<file path="config.mk">
export PLATFORM = sky130hd
export DESIGN_NAME = debounce_scanner
export DESIGN_NICKNAME = d
export VERILOG_FILES = /design/src/rtl/debounce_scanner.sv
export SDC_FILE = /design/constraint.sdc
export NUM_CORES = 1
export LEC_CHECK = 0
export ABC_AREA = 1
export BUFFER_PORTS_ARGS = -buffer_cell sky130_fd_sc_hd__buf_4
export CAP_MARGIN = 20
export CORE_MARGIN = 2
export CORE_UTILIZATION = 30
export DETAILED_ROUTE_END_ITERATION = 16
export SETUP_SLACK_MARGIN = 0.2
export SLEW_MARGIN = 20
export SYNTH_ARGS = -nofsm -noshare
export SYNTH_HDL_FRONTEND = slang
export SYNTH_SLANG_ARGS = --single-unit
</file>
<file path="constraint.sdc">
create_clock -name clk -period 2.55 [get_ports clk]
set_clock_uncertainty 0.05 [all_clocks]
set_input_delay 0.51 -clock clk [delete_from_list [all_inputs] [get_ports clk]]
set_output_delay 0.51 -clock clk [all_outputs]
set_load 0.01 [all_outputs]
</file>
<file path="src/rtl/debounce_scanner.sv">
// debounce_scanner: time-multiplexed N_BTN debouncer with prescaler, scan FSM and event FIFO; define LONG_PRESS_EN for long-press events
module debounce_scanner #(
  parameter int N_BTN       = 4,
  parameter int HIST_LEN    = 8,
  parameter int DIV_W       = 16,
  parameter int DIV_DEFAULT = 50000,
  parameter int EVT_DEPTH   = 4,
  parameter int LONG_TICKS  = 200
) (
  input  logic                     clk,
  input  logic                     reset_n,
  input  logic [N_BTN-1:0]         buttons,
  input  logic                     div_load,
  input  logic [DIV_W-1:0]         div_value,
  output logic [N_BTN-1:0]         debounced,
  output logic                     evt_valid,
  input  logic                     evt_ready,
  output logic [$clog2(N_BTN)-1:0] evt_chan,
  output logic [1:0]               evt_kind,
  output logic                     overflow,
  input  logic                     clear_ovf
);
  localparam int IW = $clog2(N_BTN);
  localparam int AW = $clog2(EVT_DEPTH);
  localparam logic [0:0] IDLE = 1'b0;
  localparam logic [0:0] SCAN = 1'b1;
  logic [N_BTN-1:0] sync1, sync2;
  logic [DIV_W-1:0] cnt, reload, clamp;
  logic [0:0] state;
  logic [IW-1:0] idx;
  logic [HIST_LEN-1:0] hist [N_BTN];
  logic [HIST_LEN-1:0] new_h;
  logic tick, rise, fall, long_fire, push, pop, full, acc, drop;
  logic [1:0] push_kind;
  logic [IW-1:0] mem_chan [EVT_DEPTH];
  logic [1:0] mem_kind [EVT_DEPTH];
  logic [AW-1:0] wp, rp;
  logic [AW:0] fill;
  assign clamp = div_value < DIV_W'(N_BTN) ? DIV_W'(N_BTN) : div_value;
  assign tick = cnt == '0;
  assign full = fill == (AW+1)'(EVT_DEPTH);
  assign evt_valid = fill != '0;
  assign pop = evt_valid && evt_ready;
  assign acc = push && (!full || pop);
  assign drop = push && full && !pop;
  assign evt_chan = evt_valid ? mem_chan[rp] : '0;
  assign evt_kind = evt_valid ? mem_kind[rp] : '0;
  always_comb begin
    new_h = {hist[idx][HIST_LEN-2:0], sync2[idx]};
    rise = state == SCAN && (&new_h) && !debounced[idx];
    fall = state == SCAN && !(|new_h) && debounced[idx];
    push = rise || fall || long_fire;
    push_kind = {long_fire, rise};
  end
`ifdef LONG_PRESS_EN
  localparam int HW = $clog2(LONG_TICKS + 1);
  logic [HW-1:0] hold [N_BTN];
  assign long_fire = state == SCAN && debounced[idx] && !fall && hold[idx] == HW'(LONG_TICKS - 1);
  always_ff @(posedge clk) begin
    if (!reset_n) for (int i = 0; i < N_BTN; i++) hold[i] <= '0;
    else if (state == SCAN)
      hold[idx] <= fall ? '0 : (debounced[idx] && hold[idx] != HW'(LONG_TICKS)) ? hold[idx] + 1'b1 : hold[idx];
  end
`else
  assign long_fire = 1'b0;
`endif
  always_ff @(posedge clk) begin
    if (!reset_n) begin
      sync1 <= '0;
      sync2 <= '0;
      cnt <= DIV_W'(DIV_DEFAULT);
      reload <= DIV_W'(DIV_DEFAULT);
      state <= IDLE;
      idx <= '0;
      debounced <= '0;
      overflow <= 1'b0;
      wp <= '0;
      rp <= '0;
      fill <= '0;
      for (int i = 0; i < N_BTN; i++) hist[i] <= '0;
    end else begin
      sync1 <= buttons;
      sync2 <= sync1;
      reload <= div_load ? clamp : reload;
      cnt <= div_load ? clamp : tick ? reload : cnt - 1'b1;
      if (state == IDLE) begin
        state <= tick ? SCAN : IDLE;
        idx <= '0;
      end else begin
        hist[idx] <= new_h;
        debounced[idx] <= rise ? 1'b1 : fall ? 1'b0 : debounced[idx];
        idx <= idx + 1'b1;
        state <= idx == IW'(N_BTN - 1) ? IDLE : SCAN;
      end
      wp <= acc ? wp + 1'b1 : wp;
      rp <= pop ? rp + 1'b1 : rp;
      fill <= fill + (AW+1)'(acc) - (AW+1)'(pop);
      overflow <= drop || (overflow && !clear_ovf);
    end
  end
  always_ff @(posedge clk) begin
    if (acc) begin
      mem_chan[wp] <= idx;
      mem_kind[wp] <= push_kind;
    end
  end
endmodule

</file>
Word level (Yosys, flattened, before mapping)

Memories as Yosys holds them, arrays and structs flattened. A register that Yosys moved wholly into a read port is not among the register bits.
Index checks and enable logic that the tools add are counted.
Widths: inputs -> output; s select.

Register bits after elaboration: 55
RAM bits: 44
Output and inout port bits: 10
Memories: 3

$add $sub $neg: 6
$lt $le $gt $ge: 3
Eq/ne operators: 2
Multiplexer cells: 31
Reduce and logical (&&, ||, !) cells: 24

Memories:

| name     | words | bits a word | rd ports | clocked after memory_dff | write ports | RTL line | RTL |
|---|---|---|---|---|---|---|---|
| hist     | 4     | 8           | 1        | 1                        | 4           | 31       | `logic [HIST_LEN-1:0] hist [N_BTN];` |
| mem_chan | 4     | 2           | 1        | 1                        | 1           | 35       | `logic [IW-1:0] mem_chan [EVT_DEPTH];` |
| mem_kind | 4     | 1           | 1        | 1                        | 1           | 36       | `logic [1:0] mem_kind [EVT_DEPTH];` |

Operators with widths:

| operator              | number |
|---|---|
| $mux 16               | 3 |
| $logic_not 16->1      | 1 |
| $lt 16x3->1 const B   | 1 |
| $mux 2                | 8 |
| $reduce_or 8->1       | 2 |
| $sub 16x1->16 const B | 1 |
| $mux 1                | 15 |
| $logic_and 1x1->1     | 10 |
| $mux 8                | 1 |
| $reduce_and 8->1      | 1 |
| $add 2x1->2 const B   | 3 |
| $logic_not 1->1       | 5 |
| $bmux 1 s2            | 2 |
| $bwmux 4              | 1 |
| $add 3x1->3           | 1 |
| $eq 3x3->1 const B    | 1 |
| $logic_or 1x1->1      | 3 |
| $lt 2x3->1 const B    | 1 |
| $reduce_bool 3->1     | 1 |
| $sub 3x1->3           | 1 |
| $demux 1 s2           | 1 |
| $eq 2x2->1 const B    | 1 |
| $ge 2x1->1 const B    | 1 |
| $reduce_and 2->1      | 1 |

Logic depth before layout (Yosys ltp)

Gate-level depths: netlist (run 1).

Depth after elaboration: 10
Gate-level depth with buffers: 16
Gate-level depth less buffers: 15

Least setup slack after synthesis (run 1)

Ideal clock, no wire load.

Path type: reg-to-reg
Start: reg idx[0]
End: reg fill[2]
Setup time: 0.121 ns
Arrival time: 2.104 ns
Path slack: 0.276 ns
Cell stages (with the launch flop): 16
Clock period less this slack: 2.274 ns
Cells stage by stage: dfxtp_1 -> inv_2 -> buf_6 -> nand2_1 -> nand3_2 -> nand2_4 -> nor2_1 -> and2_4 -> nand3_4 -> nand2_4 -> nand2_4 -> inv_1 -> ha_1 -> fa_1 -> o21ai_0 -> a21oi_1

Longest elaborated chain between the ends: 10
Elaborated cells between the ends (all ways): 16
Those cells by class: add/sub: 2; mux: 4; reduce/logical: 10

Ends and longest elaborated chain:

| item                            | RTL line | RTL |
|---|---|---|
| start, declared                 | 30       | `logic [IW-1:0] idx;` |
| start signal, assigned          | 92       | `idx <= idx + 1'b1;` |
| $bmux 1 s2                      | 49       | `new_h = {hist[idx][HIST_LEN-2:0], sync2[idx]};` |
| $mux 1 (not written as such)    | 49       |  |
| $reduce_or 8->1                 | 51       | `fall = state == SCAN && !(\|new_h) && debounced[idx];` |
| $logic_not 1->1                 | 51       |  |
| $logic_and 1x1->1 (2 in series) | 51       |  |
| $logic_or 1x1->1 *              | 52       | `push = rise \|\| fall \|\| long_fire;` |
| $logic_and 1x1->1 *             | 44       | `assign acc = push && (!full \|\| pop);` |
| via acc                         | 33       | `logic tick, rise, fall, long_fire, push, pop, full, acc, drop;` |
| $add 3x1->3 *                   | 97       | `fill <= fill + (AW+1)'(acc) - (AW+1)'(pop);` |
| $sub 3x1->3 *                   | 97       |  |
| end signal, assigned            | 97       |  |
| end, declared                   | 38       | `logic [AW:0] fill;` |

The timed path passes the listed nets; every way through them passes the cells marked *. The select of a mux whose other input is x is not followed.
A chain may end at the register's enable or synchronous reset.

Worst setup path after layout (run 1)

Start: reg idx[0]
End: reg fill[1]

The elaborated chain is that of the path after synthesis.

==> results of run 1 <==
## Yosys cell counts (5+ instances only)
master,count,area [sq um]
nor2_1,66,248
nor2_2,9,56.3
a21oi_1,33,165
nand2_2,14,87.6
dfxtp_1,57,1140
o31ai_1,5,37.5
edfxtp_1,40,1200
inv_2,6,22.5
nand3_2,15,150
nand3_1,21,105
nand2_4,8,90.1
nor3_1,6,30.0
clkbuf_1,10,37.5
ha_1,12,150
buf_6,5,56.3
o21ai_0,27,135
inv_1,56,210
nand4_1,7,43.8
nand2_1,113,424
## logic make-up after synthesis
group,after synthesis,synth area share [%]
buffers and inverters,84,8.06
adder cells (fa/ha/maj),13,3.55
XOR/XNOR,5,0.913
AND/OR/NAND/NOR,271,28.3
AO/OA/AOI/OAI,85,10.2
flip-flops,97,48.8
other,1,0.0782
## how the worst max path moves through the flow
| stage | to | slack [ns] | cells after the start |
|---|---|---|---|
| floorplan | fill[2] | 0.28 | 15 |
| global placement | fill[2] | 0.16 | 14 |
| detailed placement | fill[2] | 0.08 | 14 |
| CTS | fill[2] | 0.22 | 14 |
| global route | fill[1] | 0.24 | 14 |
| finish | fill[1] | 0.33 | 14 |
## power by group
part           switching (uW)  internal, uW
combinational             321           231
clock                     654           792
sequential               60.5          1700
## flip-flops by register name, indices dropped and copies added (netlist names), named ones only
| register | flops |
|---|---|
| reload | 16 |
| hist | 28 |
| rp | 2 |
| sync1 | 4 |
| mem_chan | 8 |
| debounced | 4 |
| overflow | 1 |
| cnt | 16 |
| mem_kind | 4 |
| fill | 3 |
| wp | 2 |
| sync2 | 4 |
| idx | 2 |
| state | 1 |
## worst register-to-register path, delay by kind of cell (launching register included)
kind,cells,cell delay (ns)
and+or+nand+nor,9,0.85
adders and majority gates,2,0.58
DFF,1,0.40
buffers and inverters,3,0.26
## layer usage
metal / track usage, % / vias up
li1: - / 1915
met5: 0 / -
met1: 16.3 / 1762
met3: 2.89 / 11
met4: 3.13 / 0
met2: 23.5 / 106
## through the flow
step | area (sq um) | setup slack (ns)
after floorplan | 4800 | 0.276
after global placement | 5250 | 0.158
after detailed placement | 5250 | 0.0807
after CTS | 5590 | 0.219
after global routing | 5790 | 0.242
final | 5790 | 0.330
## final cells by class
type	count	area (sq um)	share of cell area (%)
repair buffers	61	513	8.86
clock inverters	7	97.6	1.69
clock buffers	9	225	3.89
inverters	62	243	4.19
multi-input cells	375	2090	36.2
flip-flops and latches	97	2350	40.5
well taps	216	270	4.67
## what timing repair did
item / in CTS / in global routing
gates cloned: 0 / 2
pin swaps: 0 / 8
endpoints found under the setup margin: 2 / 2
gates resized for setup: 7 / 9
setup buffers: 0 / 16
==> flow_metrics.env, run 1 <==
export IMPL_synth_seq_cells=97
export IMPL_nets=644
export IMPL_critPathKind="flip-flop to flip-flop"
export IMPL_maxSlewViolCount=0
export IMPL_irDropWorstVdd_mv=0.431
export IMPL_crit_family="simple AND/OR/NAND/NOR gates"
export IMPL_yosysSeqAreaShare_pct=48.8
export IMPL_r2r_start="idx[0]"
export IMPL_io_buffers=33
export IMPL_cpMostUsedCell="nand2_4"
export IMPL_max_freq_mhz=450
export IMPL_die_x_microns=130
export IMPL_synth_nets=594
export IMPL_worst_path_largest_cell_delay_ns=0.42
export IMPL_drt_iter0_drc=227
export IMPL_wl_per_cell_microns=13.3
export IMPL_crit_arrival_ns=2.43
export IMPL_max_cap_violations=0
export IMPL_avgSynthCellArea_sq_um=8.63
export IMPL_synth_edf_count=40
export IMPL_cts_sinks=97
export IMPL_dpl_hpwl_mm=7.60
export IMPL_drive_above_1_share_pct=25.0
export IMPL_vias=3794
export IMPL_timing_final_crit_share_pct=87.1
export IMPL_grt_antenna_before_repair=0
export IMPL_required_ns=2.76
export IMPL_setup_tns_ns=0
export IMPL_outcome="complete, no violations"
export IMPL_min_path_cells=3
export IMPL_yosys_most_used_dff="dfxtp_1"
export IMPL_layout_commonest_cell="nand2_1"
export IMPL_first_global_vias=3700
export IMPL_wl_met1_mm=4.96
export IMPL_grt_overflow=0
export IMPL_min_path_type="input pin to flip-flop"
export IMPL_timing_slew_headroom_pct=51.7
export IMPL_worst_pin_slew_ns=0.721
export IMPL_grt_setup_unrepaired="false"
export IMPL_grt_max_degree=27
export IMPL_holdPathEnd="sync1[2]"
export IMPL_holdWs_ns=0.281
export IMPL_clkLatencyLatePin_ns=0.35
export IMPL_routed_wl_met2_mm=5.34
export IMPL_period_minus_slack_ns=2.22
export IMPL_clk_path_buf_depth=2
export IMPL_fill_cells=1607
export IMPL_dp_cells=793
export IMPL_cts_clk_slew_worst_paths_ns=0.07
export IMPL_die_h_microns=130
export IMPL_drc=0
export IMPL_ctsHoldBuffers=0
export IMPL_floorplan_rows=46
export IMPL_fin_util_pct=36.7
export IMPL_final_cells=827
export IMPL_route_met3_wl_microns=555
export IMPL_io_pins=35
export IMPL_power_total_uw=3760
export IMPL_htreeDepth=3
export IMPL_ys_async_sr_fraction_pct=0
export IMPL_syn_cell_area_sq_mm=0.00480
export IMPL_reg2reg_to="fill[1]"
export IMPL_vias_per_cell=4.59
export IMPL_cp_start_kind="flip-flop"
export IMPL_numCtsBuffers=9
export IMPL_worstSetupStartpoint="idx[0]"
export IMPL_path_cells="clkbuf_16 > nand2_1 > nand3_2 > nand2_4 > nand2_4 > nor2_4 > nand4_4 > nand2_4 > nand2_4 > inv_1 > ha_1 > fa_2 > nand2_1 > inv_1"
export IMPL_r2r_setup_slack_ns=0.33
export IMPL_cts_tree="built"
export IMPL_critPathMaxFanout=6
export IMPL_p_leak_uw=0.00245
export IMPL_cts_root_buf="clkbuf_16"
export IMPL_hold_viol_final=0
export IMPL_end_kind="flip-flop"
export IMPL_ys_types=42
export IMPL_globalplace_congestion=0.879
export IMPL_dieArea_sq_mm=0.0170
export IMPL_core_sq_mm=0.0158
export IMPL_hp_start="buttons[2]"
export IMPL_diodes=0
export IMPL_ant_nets=0
export IMPL_netlist_instances=556
export IMPL_grt_util_all_layers_pct=13.2
export IMPL_start_util_pct=30.4
export IMPL_dr_pass1_iters=5
export IMPL_top_layer_used="met4"
export IMPL_rr_worst_depth=14
export IMPL_wl_mm=11.0
export IMPL_final_setup_viol_count=0
export IMPL_critical_path_buf_inv_count=3
export IMPL_syn2layout_area_growth_pct=20.7
export IMPL_grt_pass1_wl_mm=17.6
export IMPL_yosysWarnings=0
export IMPL_critical_path_slowest_cell="fa_2"
export IMPL_p_per_area_mw_per_mm2=649
export IMPL_final_cell_mix="nand2_1 (112), nor2_1 (64), buf_4 (57)"
No activity file was read; power rests on OpenSTA's default activity.
==> inputs of run 2 (changes only) <==
Settings changed: CORE_UTILIZATION 30 to 25.
==> run 2 against run 1 <==
Die area rose by 19%; largest power group unchanged; cell count rose by 2.8%; flip-flop and latch count did not move; cell area rose by 0.50%; critical path type unchanged; highest routed layer unchanged; combinational power fell by 4.3%; fmax fell by 1.8%; worst setup slack got worse by 0.041 ns.
==> flow_metrics.env, run 2 (synthesis results as in run 1) <==
export IMPL_globalplace_congestion=0.769
export IMPL_htreeDepth=3
export IMPL_largest_reg_flops=28
export IMPL_die_h_microns=143
export IMPL_required_ns=2.73
export IMPL_irDropWorstVdd_mv=0.268
export IMPL_path_cells="clkbuf_16 > nand2_1 > nand3_1 > nand2_1 > nand3_1 > nor2_4 > nand3_4 > nand2_4 > nand2_4 > inv_1 > ha_1 > fa_1 > o21ai_1 > a21oi_1"
export IMPL_min_path_type="input pin to flip-flop"
export IMPL_max_freq_mhz=442
export IMPL_io_buffers=33
export IMPL_ctsHoldBuffers=0
export IMPL_critPathMaxFanout=9
export IMPL_cts_sinks=97
export IMPL_end_kind="flip-flop"
export IMPL_drc=0
export IMPL_multiInputGateArea_sq_mm=0.00208
export IMPL_dpl_hpwl_mm=7.64
export IMPL_period_minus_slack_ns=2.26
export IMPL_power_total_uw=3730
export IMPL_regMostFlops="hist"
export IMPL_first_global_vias=3547
export IMPL_final_setup_viol_count=0
export IMPL_vias=3709
export IMPL_dr_pass1_iters=4
export IMPL_start_util_pct=25.6
export IMPL_cts_tree="built"
export IMPL_nets=649
export IMPL_floorplan_rows=50
export IMPL_grt_util_all_layers_pct=11.2
export IMPL_holdWs_ns=0.291
export IMPL_setup_tns_ns=0
export IMPL_outcome="complete, no violations"
export IMPL_wl_per_cell_microns=13.0
export IMPL_cts_clk_slew_worst_paths_ns=0.06
export IMPL_grt_setup_unrepaired="true"
export IMPL_grt_pass1_wl_mm=17.6
export IMPL_final_cell_mix="nand2_1 (113), nor2_1 (64), buf_4 (62)"
export IMPL_timing_slew_headroom_pct=64.3
export IMPL_numCtsBuffers=9
export IMPL_grt_max_degree=27
export IMPL_syn2layout_area_growth_pct=21.3
export IMPL_clk_path_buf_depth=2
export IMPL_worst_path_largest_cell_delay_ns=0.44
export IMPL_grt_overflow=0
export IMPL_crit_arrival_ns=2.44
export IMPL_largestRegisters="hist: 28 flops, cnt: 16 flops, reload: 16 flops"
export IMPL_io_pins=35
export IMPL_layout_commonest_cell="nand2_1"
export IMPL_wl_mm=11.0
export IMPL_p_leak_uw=0.00247
export IMPL_diodes=0
export IMPL_vias_per_cell=4.36
export IMPL_core_sq_mm=0.0188
export IMPL_max_cap_violations=0
export IMPL_maxSlewViolCount=0
export IMPL_register_area_sq_mm=0.00235
export IMPL_r2r_setup_slack_ns=0.29
export IMPL_clkLatencyLatePin_ns=0.35
export IMPL_critPathKind="flip-flop to flip-flop"
export IMPL_cts_root_buf="clkbuf_16"
export IMPL_drt_iter0_drc=149
export IMPL_drive_above_1_share_pct=24.7
export IMPL_p_per_area_mw_per_mm2=641
export IMPL_grt_antenna_before_repair=0
export IMPL_hold_viol_final=0
export IMPL_dieArea_sq_mm=0.0203
export IMPL_timing_final_crit_share_pct=88.7
export IMPL_worst_pin_slew_ns=0.534
export IMPL_cp_start_kind="flip-flop"
export IMPL_critical_path_slowest_cell="dfxtp_4"
export IMPL_fill_cells=1981
export IMPL_die_x_microns=143
export IMPL_ant_nets=0
## run 2: repair_timing
item                       in CTS  in global routing
gates cloned                    0                  2
buffers inserted                2                 15
pin swaps                       0                  5
setup endpoints to repair       2                  2
gates resized for setup         4                  8
## run 2: stage by stage
stage / std cells / worst slack (ns) / utilization (%) / instance area, sq um
after floorplan: 556 / 0.276 / - / 4800
after global placement: 815 / 0.177 / 28.2 / 5300
after detailed placement: 815 / 0.137 / 28.2 / 5300
after CTS: 833 / 0.217 / 30.0 / 5640
after global routing: 850 / 0.189 / 31.0 / 5820
final: 850 / 0.289 / 31.0 / 5820
## run 2: path summary, 6_finish.rpt
check	startpoint	endpoint	cells past startpoint
min	buttons[3]	sync1[3]	3
max reg2reg	idx[0]	fill[2]	14
max	idx[0]	fill[2]	14
min reg2reg	sync1[0]	sync2[0]	2
## run 2: final cells by class
class,instances,share of cell area (%)
multi-input combinational,375,35.7
timing repair buffer,66,9.40
tap,234,5.03
clock buffer,11,4.00
clock inverter,5,1.38
inverter,62,4.17
sequential,97,40.3
## run 2: critical path: cells and delay by family (launching register included)
kind	cells	cell delay [ns]
adders and majority gates	2	0.59
AOI/OAI and AO/OA	2	0.19
and+or+nand+nor	8	0.66
DFF	1	0.44
buffers and inverters	2	0.23
## run 2: report_power, final
group / total [uW] / internal [uW] / switching [uW]
registers: 1760 / 1700 / 61.0
logic: 528 / 228 / 300
clock network: 1440 / 859 / 582
## run 2: layer usage
layer	share of wire (%)	GRT usage, %	wire length (microns)	vias to the layer above
li1	-	-	-	1924
met2	46	17.4	5090	64
met3	4.4	2.69	487	15
met4	2.1	5.05	230	0
met5	0	0	0	-
met1	47	14.9	5200	1706
